`config.mk`:
```
export PLATFORM = sky130hd
export DESIGN_NAME = ubutterfly_inv_flat
export DESIGN_NICKNAME = d
export VERILOG_FILES = /design/src/rtl/ubutterfly_inv_if.sv /design/src/rtl/ubutterfly_inv.sv /design/src/flat_wrapper.sv
export SDC_FILE = /design/constraint.sdc
export NUM_CORES = 1
export LEC_CHECK = 0
export CORE_UTILIZATION = 55
export CTS_CLUSTER_SIZE = 40
export DETAILED_ROUTE_END_ITERATION = 7
export PLACE_DENSITY = 0.76
export SLEW_MARGIN = 20
export SYNTH_ARGS = -nofsm -noshare
export SYNTH_HDL_FRONTEND = slang
export SYNTH_SLANG_ARGS = --single-unit
export TNS_END_PERCENT = 50
```
`constraint.sdc`:
```
create_clock -name clk -period 7.1 [get_ports clk]
set_input_delay 1.42 -clock clk [delete_from_list [all_inputs] [get_ports clk]]
set_output_delay 1.42 -clock clk [all_outputs]
set_load 0.03 [all_outputs]
```
`src/rtl/ubutterfly_inv_if.sv`:
```
// Handshake bus for the inverse butterfly: operand side (x, y, w, s) and result side (a, b, flags).
interface ubutterfly_inv_if #(
    parameter int XW = 16,
    parameter int WW = 8
);
    logic          in_valid;
    logic          in_ready;
    logic          s;
    logic [XW-1:0] x;
    logic [XW-1:0] y;
    logic [WW-1:0] w;
    logic          out_valid;
    logic          out_ready;
    logic [XW-1:0] a;
    logic [XW-1:0] b;
    logic          err_div0;
    logic          inexact;

    modport master (
        output in_valid, s, x, y, w, out_ready,
        input  in_ready, out_valid, a, b, err_div0, inexact
    );

    modport slave (
        input  in_valid, s, x, y, w, out_ready,
        output in_ready, out_valid, a, b, err_div0, inexact
    );
endinterface

```
`src/rtl/ubutterfly_inv.sv`:
```
// Inverse unified radix-2 butterfly: recovers (a, b) from (x, y, w, s) using a serial
// restoring divider, one quotient bit per cycle, with valid/ready on both sides.
module ubutterfly_inv #(
    parameter int XW = 16,
    parameter int WW = 8
) (
    input  logic               clk,
    input  logic               rst_n,
    ubutterfly_inv_if.slave    bus
);
    localparam int NW = XW + 1;
    localparam int DW = WW + 1;
    localparam int RW = WW + 2;
    localparam int HW = XW + 2;
    localparam int CW = $clog2(NW);
    localparam logic [CW-1:0] LAST_CNT = CW'(NW - 1);

    localparam logic [2:0] S_IDLE = 3'd0;
    localparam logic [2:0] S_PREP = 3'd1;
    localparam logic [2:0] S_DIV  = 3'd2;
    localparam logic [2:0] S_FIX  = 3'd3;
    localparam logic [2:0] S_DONE = 3'd4;

    logic [2:0]    r_state;
    logic          r_s;
    logic [XW-1:0] r_x;
    logic [XW-1:0] r_y;
    logic [WW-1:0] r_w;
    logic [NW-1:0] r_quo;
    logic [DW-1:0] r_dmag;
    logic [RW-1:0] r_rem;
    logic          r_neg;
    logic [CW-1:0] r_cnt;
    logic [XW-1:0] r_a;
    logic [XW-1:0] r_b;
    logic          r_err;
    logic          r_inexact;

    // Halving that truncates toward zero: arithmetic shift, plus one for odd negatives.
    function automatic logic [XW-1:0] half_tz(input logic [HW-1:0] v);
        return v[XW:1] + {{(XW-1){1'b0}}, v[HW-1] & v[0]};
    endfunction

    logic [NW-1:0] w_n;
    logic [DW-1:0] w_d;
    logic [NW-1:0] w_nmag;
    logic [DW-1:0] w_dmag;
    logic          w_qneg;

    always_comb begin
        w_n    = r_s ? {r_y[XW-1], r_y} : ({r_x[XW-1], r_x} - {r_y[XW-1], r_y});
        w_d    = r_s ? {r_w[WW-1], r_w} : {r_w, 1'b0};
        w_nmag = w_n[NW-1] ? (~w_n + 1'b1) : w_n;
        w_dmag = w_d[DW-1] ? (~w_d + 1'b1) : w_d;
        w_qneg = w_n[NW-1] ^ w_d[DW-1];
    end

    logic [RW-1:0] w_rem_sh;
    logic [RW-1:0] w_rem_sub;
    logic          w_sub_ok;

    always_comb begin
        w_rem_sh  = {r_rem[RW-2:0], r_quo[NW-1]};
        w_sub_ok  = (w_rem_sh >= {1'b0, r_dmag});
        w_rem_sub = w_rem_sh - {1'b0, r_dmag};
    end

    logic [HW-1:0] w_q;
    logic [HW-1:0] w_xs;
    logic [HW-1:0] w_ys;
    logic [HW-1:0] w_sum;
    logic [HW-1:0] w_dif;
    logic [XW-1:0] w_a_fix;
    logic [XW-1:0] w_b_fix;
    logic          w_inexact_fix;

    always_comb begin
        w_q           = r_neg ? (~{1'b0, r_quo} + 1'b1) : {1'b0, r_quo};
        w_xs          = {{2{r_x[XW-1]}}, r_x};
        w_ys          = {{2{r_y[XW-1]}}, r_y};
        w_sum         = r_s ? (w_xs + w_q) : (w_xs + w_ys);
        w_dif         = w_xs - w_q;
        w_a_fix       = half_tz(w_sum);
        w_b_fix       = r_s ? half_tz(w_dif) : w_q[XW-1:0];
        w_inexact_fix = (|r_rem) | w_sum[0] | (r_s & w_dif[0]);
    end

    always_ff @(posedge clk or negedge rst_n) begin
        if (!rst_n) begin
            r_state   <= S_IDLE;
            r_s       <= 1'b0;
            r_x       <= '0;
            r_y       <= '0;
            r_w       <= '0;
            r_quo     <= '0;
            r_dmag    <= '0;
            r_rem     <= '0;
            r_neg     <= 1'b0;
            r_cnt     <= '0;
            r_a       <= '0;
            r_b       <= '0;
            r_err     <= 1'b0;
            r_inexact <= 1'b0;
        end else begin
            case (r_state)
                S_IDLE: begin
                    if (bus.in_valid) begin
                        r_s       <= bus.s;
                        r_x       <= bus.x;
                        r_y       <= bus.y;
                        r_w       <= bus.w;
                        r_err     <= 1'b0;
                        r_inexact <= 1'b0;
                        r_state   <= S_PREP;
                    end
                end
                S_PREP: begin
                    if (r_w == '0) begin
                        r_err     <= 1'b1;
                        r_a       <= '0;
                        r_b       <= '0;
                        r_inexact <= 1'b0;
                        r_state   <= S_DONE;
                    end else begin
                        r_quo   <= w_nmag;
                        r_dmag  <= w_dmag;
                        r_neg   <= w_qneg;
                        r_rem   <= '0;
                        r_cnt   <= '0;
                        r_state <= S_DIV;
                    end
                end
                S_DIV: begin
                    // Dividend bits shift out of r_quo's top as quotient bits shift in.
                    r_rem <= w_sub_ok ? w_rem_sub : w_rem_sh;
                    r_quo <= {r_quo[NW-2:0], w_sub_ok};
                    r_cnt <= r_cnt + 1'b1;
                    if (r_cnt == LAST_CNT) begin
                        r_state <= S_FIX;
                    end
                end
                S_FIX: begin
                    r_a       <= w_a_fix;
                    r_b       <= w_b_fix;
                    r_inexact <= w_inexact_fix;
                    r_state   <= S_DONE;
                end
                S_DONE: begin
                    if (bus.out_ready) begin
                        r_state <= S_IDLE;
                    end
                end
                default: r_state <= S_IDLE;
            endcase
        end
    end

    assign bus.in_ready  = (r_state == S_IDLE);
    assign bus.out_valid = (r_state == S_DONE);
    assign bus.a         = r_a;
    assign bus.b         = r_b;
    assign bus.err_div0  = r_err;
    assign bus.inexact   = r_inexact;
endmodule

```
`src/flat_wrapper.sv`:
```
// flat-port wrapper written by rule: the top's interface ports become plain ports
module ubutterfly_inv_flat 
#(
    parameter int XW = 16,
    parameter int WW = 8
)
  (clk, rst_n, bus_in_valid, bus_s, bus_x, bus_y, bus_w, bus_out_ready, bus_in_ready, bus_out_valid, bus_a, bus_b, bus_err_div0, bus_inexact);
  ubutterfly_inv_if #(.XW(XW), .WW(WW)) bus_i ();
  input  logic clk;
  input  logic rst_n;
  input wire logic [$bits(bus_i.in_valid)-1:0] bus_in_valid;
  input wire logic [$bits(bus_i.s)-1:0] bus_s;
  input wire logic [$bits(bus_i.x)-1:0] bus_x;
  input wire logic [$bits(bus_i.y)-1:0] bus_y;
  input wire logic [$bits(bus_i.w)-1:0] bus_w;
  input wire logic [$bits(bus_i.out_ready)-1:0] bus_out_ready;
  output wire logic [$bits(bus_i.in_ready)-1:0] bus_in_ready;
  output wire logic [$bits(bus_i.out_valid)-1:0] bus_out_valid;
  output wire logic [$bits(bus_i.a)-1:0] bus_a;
  output wire logic [$bits(bus_i.b)-1:0] bus_b;
  output wire logic [$bits(bus_i.err_div0)-1:0] bus_err_div0;
  output wire logic [$bits(bus_i.inexact)-1:0] bus_inexact;
  assign bus_i.in_valid = bus_in_valid;
  assign bus_i.s = bus_s;
  assign bus_i.x = bus_x;
  assign bus_i.y = bus_y;
  assign bus_i.w = bus_w;
  assign bus_i.out_ready = bus_out_ready;
  assign bus_in_ready = bus_i.in_ready;
  assign bus_out_valid = bus_i.out_valid;
  assign bus_a = bus_i.a;
  assign bus_b = bus_i.b;
  assign bus_err_div0 = bus_i.err_div0;
  assign bus_inexact = bus_i.inexact;
  ubutterfly_inv #(.XW(XW), .WW(WW)) u_core (.clk(clk), .rst_n(rst_n), .bus(bus_i));
endmodule
```
# Yosys cells after proc, flatten, opt, wreduce, memory -nomap -nowiden
# Index checks and enable logic that the tools add are counted.
word_totals:
  output_inout_bits: 36
  in_bits: 45
  reg_bits: 120
op_classes:
  magnitude_cmp: 1
  muxes: 27
  addsub: 11
  n_reduce_logical: 14
  bitwise_logic: 10
  eq_ne: 10
ops:
  columns: ["op", "n"]
  rows:
  - ["$pmux 16 s2", 2]
  - ["$mux 17", 3]
  - ["$mux 18", 2]
  - ["$pmux 17 s2", 1]
  - ["$add 16x1->16", 2]
  - ["$mux 16", 2]
  - ["$mux 10", 2]
  - ["$pmux 10 s2", 1]
  - ["$add 18x1->18 const B", 1]
  - ["$add 18x18->18", 1]
  - ["$not 17->18", 1]
  - ["$sub 18x18->18", 1]
  - ["$add 16x16->17", 1]
  - ["$add 17x1->17 const B", 1]
  - ["$not 17->17", 1]
  - ["$sub 16x16->17", 1]
  - ["$pmux 3 s5", 1]
  - ["$mux 3", 4]
  - ["$ge 10x9->1", 1]
  - ["$pmux 5 s2", 1]
  - ["$reduce_or 10->1", 1]
  - ["$sub 10x9->10", 1]
  - ["$add 9x1->9 const B", 1]
  - ["$mux 9", 1]
  - ["23 further kinds", 39]

# Logic depth before layout (Yosys ltp)
depth:
  ltp_word: 8
  depth_mapped: 27
  ltp_nobuf: 27

# Least setup slack after synthesis
# OpenSTA, ideal clock, no wires.
synth_timing:
  path_type: "reg-to-reg"
  startpoint: "register u_core.r_quo[4]"
  endpoint: "register u_core.r_a[14] (netlist: u_core.bus.a[14])"
  required_time_ps: 7031
  n_path_buf: 1
  setup_ps: 69
  stages_incl_launch_ff: 25
  arrival_ps: 5019
  path_slack_ps: 2012
  synth_period_minus_slack_ps: 5088
  cell_sequence: "dfrtp_1 or3_1 nor3_1 or3b_1 o31ai_1 xor2_1 inv_1 ha_1 clkbuf_1 inv_1 nor3_1 nand3_1 a32oi_1 a21o_1 a21oi_1 xor2_1 o211a_1 ha_1 and2_1 inv_1 nand4bb_4 nor4_4 nand3_2 or4_1 nand3_1"
synth_between:
  elab_chain_cells: 8
synth_rtl:
  columns: ["item", "line_no", "text"]
  rows:
  - ["from (decl)", "ubutterfly_inv.sv:29", "logic [NW-1:0] r_quo;"]
  - ["from (signal assigned)", "ubutterfly_inv.sv:125", "r_quo <= w_nmag;"]
  - ["from (signal assigned)", "ubutterfly_inv.sv:136", "r_quo <= {r_quo[NW-2:0], w_sub_ok};"]
  - ["$not 17->18", "ubutterfly_inv.sv:78", "w_q = r_neg ? (~{1'b0, r_quo} + 1'b1) : {1'b0, r_quo};"]
  - ["$add 18x1->18", "ubutterfly_inv.sv:78", null]
  - ["$mux 18 (*)", "ubutterfly_inv.sv:78", null]
  - ["$add 18x18->18 (*)", "ubutterfly_inv.sv:81", "w_sum = r_s ? (w_xs + w_q) : (w_xs + w_ys);"]
  - ["$mux 18 (*)", "ubutterfly_inv.sv:81", null]
  - ["$and 1x1->1", "ubutterfly_inv.sv:41", "return v[XW:1] + {{(XW-1){1'b0}}, v[HW-1] & v[0]};"]
  - ["$add 16x1->16 (*)", "ubutterfly_inv.sv:41", null]
  - ["$pmux 16 s2 (*)", "ubutterfly_inv.sv:105", "case (r_state)"]
  - ["to (signal assigned)", "ubutterfly_inv.sv:143", "r_a <= w_a_fix;"]
  - ["to (decl)", "ubutterfly_inv.sv:34", "logic [XW-1:0] r_a;"]
# Every way passes the cells marked *; elsewhere a longest branch is shown, timed or not.
# A chain may end at the register's enable or synchronous reset.

# Final worst setup path
layout_timing:
  startpoint: "register u_core.r_quo[4]"
  endpoint: "register u_core.r_b[14] (netlist: u_core.bus.b[14])"
layout_between:
  elab_chain_cells: 8
layout_rtl:
  columns: ["item", "line_no", "text"]
  rows:
  - ["$not 17->18", "ubutterfly_inv.sv:78", null]
  - ["$add 18x1->18", "ubutterfly_inv.sv:78", null]
  - ["$mux 18 (*)", "ubutterfly_inv.sv:78", null]
  - ["$sub 18x18->18", "ubutterfly_inv.sv:82", "w_dif = w_xs - w_q;"]
  - ["$and 1x1->1", "ubutterfly_inv.sv:41", null]
  - ["$add 16x1->16", "ubutterfly_inv.sv:41", null]
  - ["$mux 16 (*)", "ubutterfly_inv.sv:84", "w_b_fix = r_s ? half_tz(w_dif) : w_q[XW-1:0];"]
  - ["$pmux 16 s2 (*)", "ubutterfly_inv.sv:105", null]
  - ["to (signal assigned)", "ubutterfly_inv.sv:144", "r_b <= w_b_fix;"]
  - ["to (decl)", "ubutterfly_inv.sv:35", "logic [XW-1:0] r_b;"]
# Marks and branches as above.

==> key figures <==
Synthesis
  – Yosys top cell area share: 28.9%
  – Post-synth cell types: 85
  – Register area share after synthesis: 28.9%
  – Gate Count Post-Synth: 1,267
  – Synthesized cell area: 10,400 sq um
  – Commonest cells in the netlist: o21ai_0, nand2_1, dfrtp_1, inv_1, nor2_1
  – Post-synth EDFFs: 0
  – #FFs+latches synth: 120
  – Post-synth top flop: dfrtp_1
  – Synth Area per Inst: 8.21 sq um
  – Synth area leaders: dfrtp_1, ha_1, o21ai_0
  – Post-synth top area cell: dfrtp_1
  – Syn nets: 1,403
  – Asr flop ratio synth: 100%
  – Top-count cell post-synth: o21ai_0
  – Number of synthesis warnings: 0

Clock network
  – Hold Buf Count CTS: 0
  – CTS tree: built
  – Clk slew on worst S/H paths: 60 ps
  – Max Buffers Root-to-Sink: 2
  – Post-CTS sizing: 0
  – CTS Root Cell: clkbuf_16
  – Clk sinks: 120
  – Post-CTS Setup Inserts: 0
  – CTS H-tree lvls: 4
  – Clk_lat worst skew: 440 ps
  – CTS Buf Count: 17

Placed design
  – Cell Area, Placed: 11,300 sq um
  – Gpl congestion: 0.953
  – Final HPWL from detailed placement: 20.8 mm
  – Port Buf Inserts: 80

Finish
  – Multi-input logic area: 6760 sq um
  – Nets: 1,445
  – Layout cells sized above 1: 7.11%
  – Area grow syn2layout: 14.6%
  – Register Area: 3000 sq um
  – Final Cell Area: 11,900 sq um
  – Ant diodes: 0
  – Fillers: 1,551

Critical path
  – Worst EP required: 7380 ps
  – CP Class: reg -> reg
  – Crit path arrival time: 6030 ps
  – Worst r2r src: u_core.r_quo[4]
  – Crit start category: flip-flop
  – Critical path origin: u_core.r_quo[4]
  – Crit-path max FO: 6
  – FF-to-FF path depth: 24
  – Critical Path End Type: flip-flop

Timing
  – Period utilisation layout: 81.0%
  – Final setup TNS: 0 ps
  – RSZ-0062 raised after global routing: no
  – Final Hold Viols: 0
  – Slew Viols, Final: 0
  – Worst slew margin: 37.1%
  – Max Clk Rate: 0.174 GHz
  – Final Skew: 9.64 ps
  – Worst-Margin Slew: 944 ps
  – Period minus WS final: 5750 ps
  – Setup-failing EPs final: 0

Detailed routing
  – Drt wl/cell: 18.0 um
  – 1st-iter DRT viols: 789
  – Drt first pass iters: 5
  – Via count: 9,319
  – DR vias/cell: 6.01
  – DRC: 0
  – Post-Route WL: 27.9 mm
  – Post-DRT Antenna Nets: 0

Global routing
  – Largest net degree at the start of global routing: 74
  – Initial antenna violation count: 0
  – GRT overflow: 0
  – Total global-route track usage: 29.9%
  – Vias in the first global route: 8,909
  – First-pass GRT wire length: 45.8 mm

Floorplanning
  – Die height: 139 um
  – Core ar.: 18,300 sq um
  – Starting Density: 56.9%
  – Placement Rows: 49
  – Die width: 139 um
  – # IOs: 81
  – Die Area: 19,500 sq um

Run status
  – Status: completed

Hold path
  – Hold Startpoint: u_core.bus.a[10]
  – Hold Crit Class: reg -> reg
  – Hold path depth: 2

Run
  – Max cap viols: 0
==> cell families (layout without fill, tap and decap cells) <==
family | Yosys count | in the layout | synth area share, %
adder cells (fa/ha/maj) | 91 | 91 | 11.3
multiplexers | 36 | 36 | 3.73
AND/OR/NAND/NOR | 390 | 390 | 18.6
AO/OA/AOI/OAI | 368 | 368 | 22.6
flip-flops | 120 | 120 | 28.9
XOR/XNOR | 104 | 104 | 8.76
buffers and inverters | 158 | 213 | 6.07
==> cell type report <==
class,instances,area share (%)
Tap cell,229,2.41
Inverter,93,2.95
Clock inverter,13,1.63
Sequential cell,120,25.2
Clock buffer,19,3.80
Timing Repair Buffer,88,7.21
Multi-Input combinational cell,989,56.8
==> metrics by stage <==
stage	cells	setup slack [ps]	util (%)	hold WS, ps
global placement	1519	1650	61.7	461
detailed placement	1519	1430	61.7	468
CTS	1551	1410	65.2	482
global route	1551	768	65.2	502
finish	1551	1350	65.2	477
floorplan	1267	2010	-	443
==> sequential cells by signal (all words and copies together), names as in the netlist, 5 cells and up <==
name / count
u_core.r_y: 16
u_core.r_cnt: 5
u_core.r_w: 8
u_core.r_dmag: 9
u_core.r_quo: 17
u_core.bus.b: 16
u_core.r_rem: 10
u_core.r_x: 16
u_core.bus.a: 16
==> critical path, cell delays in order (launching register included) <==
cell     delay [ps]
dfrtp_1         420
or3_1           390
nor3_1          180
or3b_1          430
nand2_1         110
xor2_1          260
inv_1           110
ha_1            400
nor2_1          130
nand2_1          50
or3_1           350
nand3_1         150
a31oi_1         100
o31ai_1         220
a21oi_1         140
xor2_1          220
nor2_1          180
ha_1            170
nand2_1          90
nor3b_1         440
nand4_1         290
nor3_2          300
nand4_1         180
a31oi_1         220
o21ai_1          70
==> metal layers <==
metal / vias up / part of all wire, % / wire length [um] / GRT usage (%)
met5: - / 0 / 0 / 0
met2: 309 / 46 / 12800 / 48.2
met3: 61 / 6.3 / 1770 / 6.30
met1: 4391 / 45 / 12500 / 39.3
li1: 4558 / - / - / -
met4: 0 / 2.9 / 798 / 11.3
==> cell usage in the layout (no fill, tap or decap), types with 9 or more instances in the layout <==
cell type,count
o21ai_0,132
nand2_1,127
dfrtp_1,119
inv_1,92
nor2_1,90
ha_1,86
clkdlybuf4s50_1,79
a21oi_1,76
xnor2_1,68
xor2_1,36
nand3_1,28
nor3_1,27
mux2_2,22
a22oi_1,21
nand2b_1,18
nor2b_1,18
a21o_1,17
clkbuf_16,17
or3_1,15
mux2i_1,14
a31oi_1,12
o31ai_1,11
o21ai_1,11
nand4_1,11
nor4_1,10
o21a_1,9
a211oi_1,9
buf_4,9
==> path summary, 6_finish.rpt <==
kind	endpoint	slack, ps
max	u_core.bus.b[14]	1350
min	u_core.bus.a[10]	480
max reg2reg	u_core.bus.b[14]	1350
min reg2reg	u_core.bus.a[10]	480
max in group asynchronous	u_core.bus.a[6]	4800
min in group asynchronous	u_core.r_rem[6]	1130
Power is left out: the tool's default activity adds up to more than one toggle a clock period on the data nets, which glitch-free logic cannot reach.
